==> config.mk <==
export PLATFORM = sky130hd
export DESIGN_NAME = pipe_stall_ctrl
export DESIGN_NICKNAME = d
export VERILOG_FILES = /design/src/rtl/pipe_stall_ctrl.sv
export SDC_FILE = /design/constraint.sdc
export NUM_CORES = 1
export LEC_CHECK = 0
export BUFFER_PORTS_ARGS = -buffer_cell sky130_fd_sc_hd__buf_2
export CORE_MARGIN = 3
export CORE_UTILIZATION = 35
export CTS_CLUSTER_DIAMETER = 120
export DETAILED_ROUTE_END_ITERATION = 7
export PLACE_DENSITY_LB_ADDON = 0.15
export SYNTH_ARGS = -nofsm -noshare
export SYNTH_HDL_FRONTEND = slang
export SYNTH_SLANG_ARGS = --single-unit
==> constraint.sdc <==
create_clock -name clk -period 2.7 [get_ports clk]
set_input_delay 0 -clock clk [delete_from_list [all_inputs] [get_ports clk]]
set_output_delay 0 -clock clk [all_outputs]
set_load 0.02 [all_outputs]
==> src/rtl/pipe_stall_ctrl.sv <==
// Central stall/bubble controller for the 5-stage pipeline: merges MEM wait,
// multi-cycle divide, load-use and ID stall requests into the per-stage hold bus.
module pipe_stall_ctrl #(
  parameter int unsigned DIV_CYCLES = 32,
  parameter int unsigned CNT_W      = 6
) (
  input  logic        clk,
  input  logic        rst,
  input  logic        mem_busy,
  input  logic        ex_is_div,
  input  logic        ex_is_load,
  input  logic        ex_rf_we,
  input  logic [4:0]  ex_rf_waddr,
  input  logic [4:0]  id_rs,
  input  logic [4:0]  id_rt,
  input  logic        id_uses_rs,
  input  logic        id_uses_rt,
  input  logic        id_stallreq,
  output logic [5:0]  stall,
  output logic        div_done,
  output logic        div_busy,
  output logic [31:0] stall_cnt
);

  typedef enum logic [1:0] {
    IDLE     = 2'd0,
    DIV_RUN  = 2'd1,
    DIV_DONE = 2'd2
  } state_e;

  state_e           state_q, state_d;
  logic [CNT_W-1:0] cnt_q, cnt_d;
  logic [31:0]      stall_cnt_q;
  logic             load_use;
  logic             div_src;
  logic [5:0]       stall_raw;

  assign load_use = ex_is_load & ex_rf_we & (ex_rf_waddr != 5'd0) &
                    ((id_uses_rs & (id_rs == ex_rf_waddr)) |
                     (id_uses_rt & (id_rt == ex_rf_waddr)));

  // The IDLE detect cycle already counts as the first stalled divide cycle.
  assign div_src = (state_q == DIV_RUN) | ((state_q == IDLE) & ex_is_div);

  always_comb begin
    stall_raw = 6'b000000;
    if (mem_busy)                    stall_raw = 6'b011111;
    else if (div_src)                stall_raw = 6'b001111;
    else if (load_use | id_stallreq) stall_raw = 6'b000111;
  end

  assign stall     = rst ? 6'b000000 : stall_raw;
  assign div_busy  = ~rst & div_src;
  assign div_done  = ~rst & (state_q == DIV_DONE) & ~mem_busy;
  assign stall_cnt = stall_cnt_q;

  always_comb begin
    state_d = state_q;
    cnt_d   = cnt_q;
    case (state_q)
      IDLE: begin
        if (ex_is_div) begin
          cnt_d   = CNT_W'(DIV_CYCLES - 1);
          state_d = DIV_RUN;
        end
      end
      DIV_RUN: begin
        cnt_d = cnt_q - CNT_W'(1);
        if (cnt_q == CNT_W'(1)) state_d = DIV_DONE;
      end
      DIV_DONE: begin
        if (!mem_busy) state_d = IDLE;
      end
      default: state_d = IDLE;
    endcase
  end

  always_ff @(posedge clk) begin
    if (rst) begin
      state_q     <= IDLE;
      cnt_q       <= '0;
      stall_cnt_q <= '0;
    end else begin
      state_q <= state_d;
      cnt_q   <= cnt_d;
      if (stall != 6'b000000) stall_cnt_q <= stall_cnt_q + 32'd1;
    end
  end

endmodule
-- After elaboration in Yosys (flattened, before gate mapping)
Index checks and enable logic that the tools add are counted.
- memory bits (writable): 0
- memory bits (read-only): 0
- memories: 0
- logic and storage cells: 43
- bits in registers: 40
- bits in latches: 0
- $mul: 0
- reduce and logical (&&, ||, !) cells: 6
- add/subtract/negate cells: 2
- mux-type cells: 10
- bitwise operators: 14
- divide/modulo/power cells: 0
- shift-type cells: 0
- $lt $le $gt $ge: 0
- eq/ne operators: 8
- operator list (cell ; count):
    $add 32x1->32 const B ; 1
    $mux 6 ; 2
    $pmux 6 s2 ; 1
    $eq 5x5->1 ; 2
    $and 1x1->1 ; 9
    $eq 6x1->1 const B ; 1
    $mux 2 ; 3
    $pmux 2 s3 ; 1
    $reduce_bool 6->1 ; 1
    $sub 6x1->6 const B ; 1
    $mux 5 ; 1
    $reduce_bool 5->1 ; 1
    $mux 4 ; 1
    $ne 2x2->1 const B ; 2
    $mux 3 ; 1
    $or 1x1->1 ; 3
    $reduce_and 3->1 ; 1
    $eq 2x1->1 const B ; 1
    $eq 2x2->1 const B ; 1
    $logic_not 2->1 ; 1
    $ne 2x1->1 const B ; 1
    $not 1->1 ; 2
    $reduce_and 2->1 ; 1
    $reduce_bool 2->1 ; 1

-- Logic depth before layout (Yosys ltp)
- depth in word-level cells: 10
- gate-level depth with buffers: 9
- gate-level depth less buffers: 6

-- Worst setup path after synthesis
Ideal clock, no wire load.
- path type: flip-flop to flip-flop
- from: register stall_cnt_q[4], in the netlist stall_cnt[4]
- to: register stall_cnt_q[31], in the netlist stall_cnt[31]
- cell stages (with the launch flop): 8
- data arrival time: 2.772 ns
- library setup time: 0.070 ns
- path slack: -0.143 ns
- path buffers: 1
- path through: dfxtp_1 -> nand4_1 -> or4_4 -> or4b_1 -> buf_2 -> or4_4 -> or4_1 -> a21oi_1
- word-level cells in the longest chain between the ends: 1
- ends and longest elaborated chain (what ; RTL line ; text):
    start, declared ; 33 ; logic [31:0] stall_cnt_q;
    start signal, assigned ; 86 ; if (stall != 6'b000000) stall_cnt_q <= stall_cnt_q + 32'd1;
    $add 32x1->32 ; 86 ;
No other way between the ends.
A chain may end at the register's enable or synchronous reset.

-- Final worst setup path
- from: register stall_cnt_q[13], in the netlist stall_cnt[13]
- to: register stall_cnt_q[31], in the netlist stall_cnt[31]
Same word-level chain as after synthesis.

==> impl_results.md <==
* Status: completed
* Htree depth at 2
* Global-route wire length before repair at 8350 um
* Row cnt at 27
* Crit Path Category: reg -> reg
* GR Util All Layers at 14.2%
* Die ar. at 0.00696 mm2
* Final-layout fill cell count at 556
* Antenna Nets Post-Route at 0
* Iteration-0 DRC Markers at 56
* Placed cells at 387
* Grt ovf at 0
* Max-slew violations at 0
* Clock buffer depth at 2
* CTS Buf Count at 5
* Post-synth top flop: dfxtp_1
* Cell variety after synth at 41
* Core Box Area at 0.00564 mm2
* Via density at 5.21
* P&R area growth vs syn at 23.8%
* Area contributors post-synth: dfxtp_1 38%, a21oi_1 7.4%, or3_1 5.4%
* Port bufs at 62
* RSZ-0062 raised after global routing: true
* Fmax at 0.378 GHz
* Syn nets at 289
* Leak at 0.984 nW
* Leading area contributor after synthesis: dfxtp_1
* Worst Skew at 0.00628 ns
* CP Launch Type: register
* CP endpoint kind: register
* Slew at the pin closest to its max-slew limit at 0.837 ns
* Clk pin slew, worst setup/hold paths at 0.07 ns
* Top-Level Pins at 64
* Required time worst endpoint at 2.91 ns
* CP Max Fanout at 6
* Total power draw at 1.12 mW
* Syn. warnings at 0
* Cells after synthesis at 262
* Period utilisation layout at 97.9%
* Post-synth top area share at 38.1%
* CP max stage cell: or4_4
* DP Wirelength at 3550 um
* Total negative slack at 0 ns
* Nets@finish at 350
* Crit-path max cell delay at 0.56 ns
* GR peak layer: met2
* Share of cells above drive strength 1 at 28.3%
* Starting Density at 37.2%
* Pre-antenna DRT Iters at 4
* Final hold violation count at 0
* Register area at 822 um2
* Post-synthesis sequential area ratio at 38.1%
* DR WL/cell at 12.9 um
* VDD IR max at 0.000260 V
* Placer congestion estimate at 0.779
* Inserted Diodes at 0
* Met3 Resource Use GR at 4.44%
* M1 GR Usage at 19.4%
* Hold WC Path Type: in -> reg
* Synth Register Bits at 40
* Critical path cell sequence: nand2_1 > or4_4 > or4b_4 > or4_4 > or4_4 > a21oi_2
* Max_slew headroom at 44.2%
* Largest net degree at the start of global routing at 46
* CTS sink cnt at 40
* # DRC at 0
* Post-synth EDFFs at 0
* Initial antenna violation count at 0
* M2 GR Usage at 21.9%
* Vias in the first global route at 1790
* Final setup fails at 0
* Total Routed Length at 5090 um
* Critical path arrival at 2.85 ns
* Root Buffer: clkbuf_8
* Mean Syn Cell Area at 8.01 um2
* Power per cell area at 431 mW/mm2
* Mapped Area at 0.00210 mm2
* Die Ht at 83.5 um
* Min cycle time layout at 2.64 ns
* Worst-Skew Late Latency at 0.28 ns
* Area of the multi-input gates at 0.00120 mm2
* Async set-reset flop share out of synthesis at 0%
* Cell mode on critical path: or4_4
* Non-filler cells, final at 394
* Die width at 83.5 um
* DR vias at 2051
* TritonCTS clock tree: done
* Max-cap viol count at 0
## kinds of logic after synthesis
family | after synthesis | synth area share [%]
AOI/OAI and AO/OA | 77 | 21.9
xor gates and xnor gates | 12 | 5.01
adders and majority gates | 3 | 1.79
buffers and inverters | 28 | 5.60
DFF | 40 | 38.1
muxes | 1 | 0.477
other | 1 | 0.179
and+or+nand+nor | 100 | 26.9
## where the power goes
group	internal [mW]	switching (mW)
clock	0.172	0.186
combinational	0.0599	0.0792
sequential	0.602	0.0211
## layer usage
metal	wire length (um)	vias to the layer above
met5	0	-
met1	2480	919
met3	302	4
met2	2270	51
li1	-	1077
met4	32	0
## critical path: cells and delay by family (launching register included)
| kind | cells | cell delay, ns |
|---|---|---|
| and+or+nand+nor | 5 | 2.07 |
| DFF | 1 | 0.37 |
| AOI/OAI and AO/OA | 1 | 0.13 |
## path summary, 6_finish.rpt
kind / startpoint / end / slack (ns) / cells after the start
worst max-delay path: stall_cnt[13] / stall_cnt[31] / 0.06 / 6
worst min-delay path: mem_busy / state_q[1] / 0.13 / 5
worst max register to register: stall_cnt[13] / stall_cnt[31] / 0.06 / 6
worst min register to register: stall_cnt[21] / stall_cnt[21] / 0.50 / 2
## stage by stage
stage                     setup WS, ns  util, %  hold WS, ns  area [um2]
final                           0.0577     46.1        0.128        2600
after global routing           -0.0297     46.1        0.175        2600
after CTS                       0.0116     45.8        0.118        2580
after detailed placement        0.0315     44.5        0.322        2510
after global placement          0.0740     44.5        0.319        2510
after floorplan                0.00869        -       0.0826        2120
## what timing repair did
action / 4_1_cts / 5_1_grt
buffers inserted: 0 / 1
endpoints found under the setup margin: 0 / 2
gates resized for setup: 0 / 3
hold buffers: 0 / 0
## area by class of cell
class                   instances  share of cell area (%)
repair buffers                 69                    14.0
inverters                      13                    1.88
multi-input cells             194                    46.3
well taps                      72                    3.46
clock buffers                   6                    2.79
flip-flops and latches         40                    31.6
## registers in the layout, summed over array words and instances, names as in the netlist
signal	flops
stall_cnt	32
cnt_q	6
state_q	2
## synth_stat cells (2+ instances only)
| library cell | count |
|---|---|
| dfxtp_1 | 40 |
| a21oi_1 | 31 |
| nor2_1 | 19 |
| o21ai_0 | 19 |
| or3_1 | 18 |
| nand2_1 | 17 |
| inv_1 | 13 |
| or4_1 | 13 |
| o31ai_1 | 12 |
| clkbuf_1 | 11 |
| xnor2_1 | 11 |
| nand3_1 | 7 |
| nand4_1 | 6 |
| nor3_1 | 4 |
| a211oi_1 | 3 |
| and4_1 | 3 |
| buf_4 | 3 |
| ha_1 | 3 |
| nor2b_1 | 3 |
| a41oi_1 | 2 |
| and3_1 | 2 |
| nand3b_1 | 2 |
| or4_4 | 2 |
## layout by cell type, fill, tap and decap left out, types with 4 or more instances in the layout
cell       n
nor3_1     4
o21ai_0   19
dfxtp_4    4
dfxtp_1   31
nand2_1   17
or3_1     18
dfxtp_2    5
xnor2_1   11
a21oi_1   29
nand4_1    6
buf_4      7
buf_2     62
nand3_1    7
o31ai_1   12
or4_1     12
nor2_1    19
clkbuf_8   5
inv_1     13
No activity file was read; power rests on OpenSTA's default activity.
